[src/rtl/serial_tx_pkg.sv]
// serial_tx_pkg: shared FSM state type and serial line levels for serial_frame_tx.
package serial_tx_pkg;
    typedef enum logic [2:0] {IDLE, START, DATA, PARITY, STOP} tx_state_e;
    localparam logic LINE_IDLE  = 1'b0;
    localparam logic LINE_START = 1'b1;
    localparam logic LINE_STOP  = 1'b0;
endpackage

[src/rtl/bit_period_timer.sv]
// bit_period_timer: divides Clk into bit periods of BIT_CYCLES clocks.
//   Clk     in  clock
//   Rst_l   in  asynchronous active-low reset
//   restart in  forces the count to 0 on the next edge (new frame begins)
//   tick    out high in the last cycle of each period
module bit_period_timer #(
    parameter int BIT_CYCLES = 1
) (
    input  logic Clk,
    input  logic Rst_l,
    input  logic restart,
    output logic tick
);
    localparam int CW = BIT_CYCLES > 1 ? $clog2(BIT_CYCLES) : 1;
    logic [CW-1:0] count_q, count_d;
    assign tick    = count_q == CW'(BIT_CYCLES - 1);
    assign count_d = (restart || tick) ? '0 : count_q + CW'(1);
    always_ff @(posedge Clk or negedge Rst_l) begin
        if (!Rst_l) count_q <= '0;
        else        count_q <= count_d;
    end
endmodule

[src/rtl/serial_frame_tx.sv]
// serial_frame_tx: buffered parallel-to-serial frame transmitter (start, data MSB first, optional even parity, stop).
//   Clk, Rst_l  clock, asynchronous active-low reset
//   In_Data     word to transmit, captured on In_Valid && In_Ready
//   In_Valid    In_Data valid
//   In_Ready    one-entry buffer is empty
//   Serial_Tx   registered serial line, idle 0
//   Bit_Strobe  first cycle of every bit period
//   Busy        frame on the line
//   Frame_Done  last cycle of the stop bit
module serial_frame_tx
    import serial_tx_pkg::*;
#(
    parameter int DATA_W     = 4,
    parameter int BIT_CYCLES = 1,
    parameter bit PARITY_EN  = 1
) (
    input  logic              Clk,
    input  logic              Rst_l,
    input  logic [DATA_W-1:0] In_Data,
    input  logic              In_Valid,
    output logic              In_Ready,
    output logic              Serial_Tx,
    output logic              Bit_Strobe,
    output logic              Busy,
    output logic              Frame_Done
);
    localparam int BW = $clog2(DATA_W + 1);
    tx_state_e         state_q, state_d;
    logic [DATA_W-1:0] buf_q, buf_d, shift_q, shift_d;
    logic [BW-1:0]     bitcnt_q, bitcnt_d;
    logic              par_q, par_d, rdy_q, rdy_d;
    logic              tx_q, tx_d, busy_q, busy_d, strb_q, strb_d;
    logic              load, tick, accept;

    bit_period_timer #(.BIT_CYCLES(BIT_CYCLES)) u_timer (
        .Clk     (Clk),
        .Rst_l   (Rst_l),
        .restart (load),
        .tick    (tick)
    );

    // A buffered word starts a frame from IDLE or straight out of the last stop cycle.
    assign load   = !rdy_q && (state_q == IDLE || (state_q == STOP && tick));
    assign accept = In_Valid && rdy_q;
    assign rdy_d  = load ? 1'b1 : accept ? 1'b0 : rdy_q;
    assign buf_d  = accept ? In_Data : buf_q;

    always_comb begin
        state_d  = state_q;
        shift_d  = shift_q;
        bitcnt_d = bitcnt_q;
        par_d    = par_q;
        case (state_q)
            START:   if (tick) state_d = DATA;
            DATA: if (tick) begin
                shift_d  = shift_q << 1;
                bitcnt_d = bitcnt_q + BW'(1);
                if (bitcnt_q == BW'(DATA_W - 1)) state_d = PARITY_EN ? PARITY : STOP;
            end
            PARITY:  if (tick) state_d = STOP;
            STOP:    if (tick) state_d = IDLE;
            default: state_d = state_q;
        endcase
        if (load) begin
            state_d  = START;
            shift_d  = buf_q;
            bitcnt_d = '0;
            par_d    = ^buf_q;
        end
        // Outputs are registered, so they are computed from the next state.
        tx_d   = state_d == START  ? LINE_START :
                 state_d == DATA   ? shift_d[DATA_W-1] :
                 state_d == PARITY ? par_d :
                 state_d == STOP   ? LINE_STOP : LINE_IDLE;
        busy_d = state_d != IDLE;
        strb_d = busy_d && (tick || state_q == IDLE);
    end

    always_ff @(posedge Clk or negedge Rst_l) begin
        if (!Rst_l) begin
            state_q  <= IDLE;
            buf_q    <= '0;
            shift_q  <= '0;
            bitcnt_q <= '0;
            par_q    <= 1'b0;
            rdy_q    <= 1'b1;
            tx_q     <= LINE_IDLE;
            busy_q   <= 1'b0;
            strb_q   <= 1'b0;
        end else begin
            state_q  <= state_d;
            buf_q    <= buf_d;
            shift_q  <= shift_d;
            bitcnt_q <= bitcnt_d;
            par_q    <= par_d;
            rdy_q    <= rdy_d;
            tx_q     <= tx_d;
            busy_q   <= busy_d;
            strb_q   <= strb_d;
        end
    end

    assign In_Ready   = rdy_q;
    assign Serial_Tx  = tx_q;
    assign Busy       = busy_q;
    assign Bit_Strobe = strb_q;
    // Decoded purely from flops: stop state in the final cycle of its period.
    assign Frame_Done = state_q == STOP && tick;
endmodule

[config.mk]
export PLATFORM = sky130hd
export DESIGN_NAME = serial_frame_tx
export DESIGN_NICKNAME = d
export VERILOG_FILES = /design/src/rtl/serial_tx_pkg.sv /design/src/rtl/bit_period_timer.sv /design/src/rtl/serial_frame_tx.sv
export SDC_FILE = /design/constraint.sdc
export NUM_CORES = 1
export LEC_CHECK = 0
export CAP_MARGIN = 20
export CELL_PAD_IN_SITES_DETAIL_PLACEMENT = 1
export CELL_PAD_IN_SITES_GLOBAL_PLACEMENT = 2
export CORE_ASPECT_RATIO = 0.7
export CORE_MARGIN = 3
export CORE_UTILIZATION = 32
export CTS_CLUSTER_SIZE = 16
export DETAILED_ROUTE_END_ITERATION = 8
export GPL_TIMING_DRIVEN = 0
export PLACE_DENSITY_LB_ADDON = 0.1
export SYNTH_ARGS = -nofsm -noshare
export SYNTH_HDL_FRONTEND = slang
export SYNTH_SLANG_ARGS = --single-unit
[constraint.sdc]
create_clock -name Clk -period 1.9 [get_ports Clk]
set_input_delay 0.38 -clock Clk [delete_from_list [all_inputs] [get_ports Clk]]
set_output_delay 0.38 -clock Clk [all_outputs]
set_load 0.01 [all_outputs]
==> flow_summary.toml <==
[synth]
synth_largest_type_area_fraction = 0.482
cell_type_contributing_the_most_total_cell_area_after_synthesis = "sky130_fd_sc_hd__dfrtp_1"
synthMostInstantiatedCell = "sky130_fd_sc_hd__dfrtp_1"
yosys.area_share.adder = 0.0254
netlist_top_cells_area = "sky130_fd_sc_hd__dfrtp_1, sky130_fd_sc_hd__mux2_2, sky130_fd_sc_hd__xnor2_1"
ys_ff_latch = 20
ys_top_cells_by_count = "sky130_fd_sc_hd__dfrtp_1, sky130_fd_sc_hd__nand2_1, sky130_fd_sc_hd__nor2_1"
synth_top_family_by_area = "compound AO/OA/AOI/OAI gates"
gate_count_post_synth = 86
synth.yosys.warnings = 0
yosysSeqAreaShare = 0.509
synth-main-ff-cell = "sky130_fd_sc_hd__dfrtp_1"
synth.cell_area_sq_um = 986
synth_async_sr_flop_share = 1.00
synth.mux.area_fraction = 0.0825
synth-compound-area-share = 0.154
synth.net_count = 95
fraction_of_the_mapped_netlist_area_in_simple_logic_gates = 0.128
synth_xor_area_frac = 0.0444
synth_edf_count = 0
yosysUniqueCellTypes = 34
synth_area_per_cell_sq_um = 11.5

[drt]
first_pass_iters = 3
route.detailed.drc = 0
post_dr_wirelength_cell_um = 13.6
drt_iter0_markers = 30
avgViaCountPerCell = 4.82
postRouteWirelength_mm = 1.89
ant_nets = 0
num_vias = 670

[sta]
min_period_over_period = 0.962
worst_case_setup_margin_in_the_final_layout_ps = 72.3
post_layout_min_period_ps = 1830
fin_hold_ws_ps = 491
finClkSkew_ps = 10.6
setup_repair_after_global_routing_missed_its_margin = "no"
timing.fmax_mhz = 547
slew_at_the_pin_closest_to_its_max_slew_limit_ps = 916
final_hold_viol_count = 0
setup_tns_ps = 0
final-setup-viol-count = 0
slew_violations = 0
slew_headroom = 0.388

[setup_path]
timing.critical_path.required_ps = 1520
critical_path_buf_inv_count = 1
cp_top_family = "flip-flops"
slowest_stage = "sky130_fd_sc_hd__dfstp_2"
timing.setup.critical_path_class = "reg2out"
setup_slack_reg_to_reg_ps = 110
setup.worst_path.end_class = "output port"
top_fanout_value_on_the_critical_path = 7
maximum_cell_stage_delay_along_the_critical_path_ps = 630
r2r_end = "shift_q[3]$_DFF_PN0_"
crit_path_start_kind = "flip-flop"
crit_path_dat_ps = 1450
worst-r2r-cell-count = 4
critical_path.cell_chain = "clkdlybuf4s50_1"
r2r-start = "u_timer.count_q$_DFF_PN0_"

[placed_design]
post_dp_cell_area_sq_um = 1140
place.gp.congestion = 0.689
place.port_buffers = 11
post-place-cells = 133
pre_cts_slack_ps = -109
hpwlAfterDp_mm = 1.35

[cells_and_area]
post_route_standard_cell_area_excluding_fillers_sq_um = 1240
combined_flip_flop_and_latch_cell_area_sq_um = 503
num_antenna_cells = 0
fillCellCount = 313
final_cell_count_no_fill = 139
nNetsFinal = 113
finish.utilization = 0.434
post_route_cells_drive_above_1_share = 0.243
syn2layout_area_growth_pct = 25.9
multi_input_gate_area_sq_um = 444

[grt]
global_route.usage.total = 0.117
number_of_antenna_violations_at_the_first_check_in_global_routing = 0
first_global_vias = 670
gr-total-overflow = 0
grt_pass1_wl_mm = 3.30
grt_start_max_net_pins = 21

[hold_path]
worst_hold_path_type = "reg2reg"
whs_path_depth = 2
hold-path-endpoint = "shift_q[1]$_DFFE_PN0P_"
startpoint_of_the_worst_hold_path = "shift_q[1]$_DFFE_PN0P_"

[power_and_ir_drop]
report.power.total_mw = 1.86
worst_ir_drop_vdd_mv = 0.545
power_per_cell_area_nw_per_um2 = 1500
p_leak_nw = 0.519

[clock_tree]
cts_root_buf = "sky130_fd_sc_hd__clkbuf_8"
tritoncts_clock_tree = "done"
cts-buffers-inserted = 3
cts_hold_buffers = 0
clock_tree.htree_level_count = 1
clkLatencyLatePin_ps = 260
clock_tree.buffer_depth = 2
clk_pin_slew_ps = 80
clock_sinks = 20

[floorplan]
floorplan.io_pins = 12
coreArea_sq_um = 2860
die_height_um = 52.4
die_width_um = 72.3
initial_cell_density_of_the_core = 0.344
rows = 16
die_area_sq_um = 3790

[job]
maxCapViolCount = 0

[status]
status = "completed"
-- kinds of logic after synthesis --
family                     after synthesis
AOI/OAI and AO/OA                       19
DFF                                     20
xor gates and xnor gates                 5
buffers and inverters                   10
muxes                                    7
and+or+nand+nor                         22
adders and majority gates                2
other                                    1
-- registers in the layout (all words and copies together) (netlist names) --
| register | flops |
|---|---|
| u_timer.count_q | 1 |
| buf_q | 4 |
| Serial_Tx | 1 |
| bitcnt_q | 3 |
| par_q | 1 |
| Busy | 1 |
| shift_q | 4 |
| Bit_Strobe | 1 |
| In_Ready | 1 |
| state_q | 3 |
-- placed cells by master (no fill, tap or decap), drive strengths merged, types with 2 or more instances in the layout --
| cell type | netlist | layout |
|---|---|---|
| ha | 2 | 2 |
| clkdlybuf4s50 | 0 | 10 |
| a21oi | 4 | 4 |
| nor4b | 2 | 2 |
| nor2 | 7 | 7 |
| inv | 5 | 5 |
| o21ai | 6 | 6 |
| dfrtp | 19 | 19 |
| mux2 | 6 | 6 |
| a221oi | 2 | 2 |
| xnor2 | 4 | 4 |
| clkbuf | 0 | 3 |
| buf | 5 | 7 |
| a22oi | 2 | 2 |
| nand2 | 7 | 7 |
-- metal layers --
metal,vias to the layer above,share of wire,GRT usage
met5,-,0,0
met4,0,0.0042,0.0188
met3,2,0.035,0.0460
met2,7,0.44,0.169
met1,333,0.52,0.166
li1,328,-,-
-- final cells by class --
class	count	share of cell area
Buffer	5	0.0272
Inverter	5	0.0151
Clock inverter	1	0.0242
Timing Repair Buffer	13	0.101
Clock buffer	3	0.0333
Multi-Input combinational cell	56	0.358
Tap cell	36	0.0363
Sequential cell	20	0.405
-- power by group --
part | switching, mW | internal [mW] | total (mW)
Sequential | 0.134 | 0.601 | 0.735
Combinational | 0.344 | 0.358 | 0.701
Clock | 0.145 | 0.281 | 0.426
Total | 0.623 | 1.24 | 1.86
-- how the worst max path moves through the flow --
stage,startpoint,to,slack (ps),depth (start not counted)
2_1_floorplan,bitcnt_q[0]$_DFFE_PN0P_,Busy$_DFF_PN0_,120,6
3_3_place_gp,bitcnt_q[0]$_DFFE_PN0P_,Busy$_DFF_PN0_,-100,6
3_5_place_dp,bitcnt_q[0]$_DFFE_PN0P_,Busy$_DFF_PN0_,-110,6
4_1_cts,bitcnt_q[0]$_DFFE_PN0P_,Busy$_DFF_PN0_,40,6
5_1_grt,In_Ready$_DFFE_PN1P_,In_Ready,20,1
6_report,In_Ready$_DFFE_PN1P_,In_Ready,70,1
-- what timing repair did --
action / 4_1_cts / 5_1_grt
pin swaps: 0 / 2
setup buffers: 0 / 2
setup endpoints to repair: 2 / 3
resized for setup: 2 / 3
No activity file was read; power rests on OpenSTA's default activity.
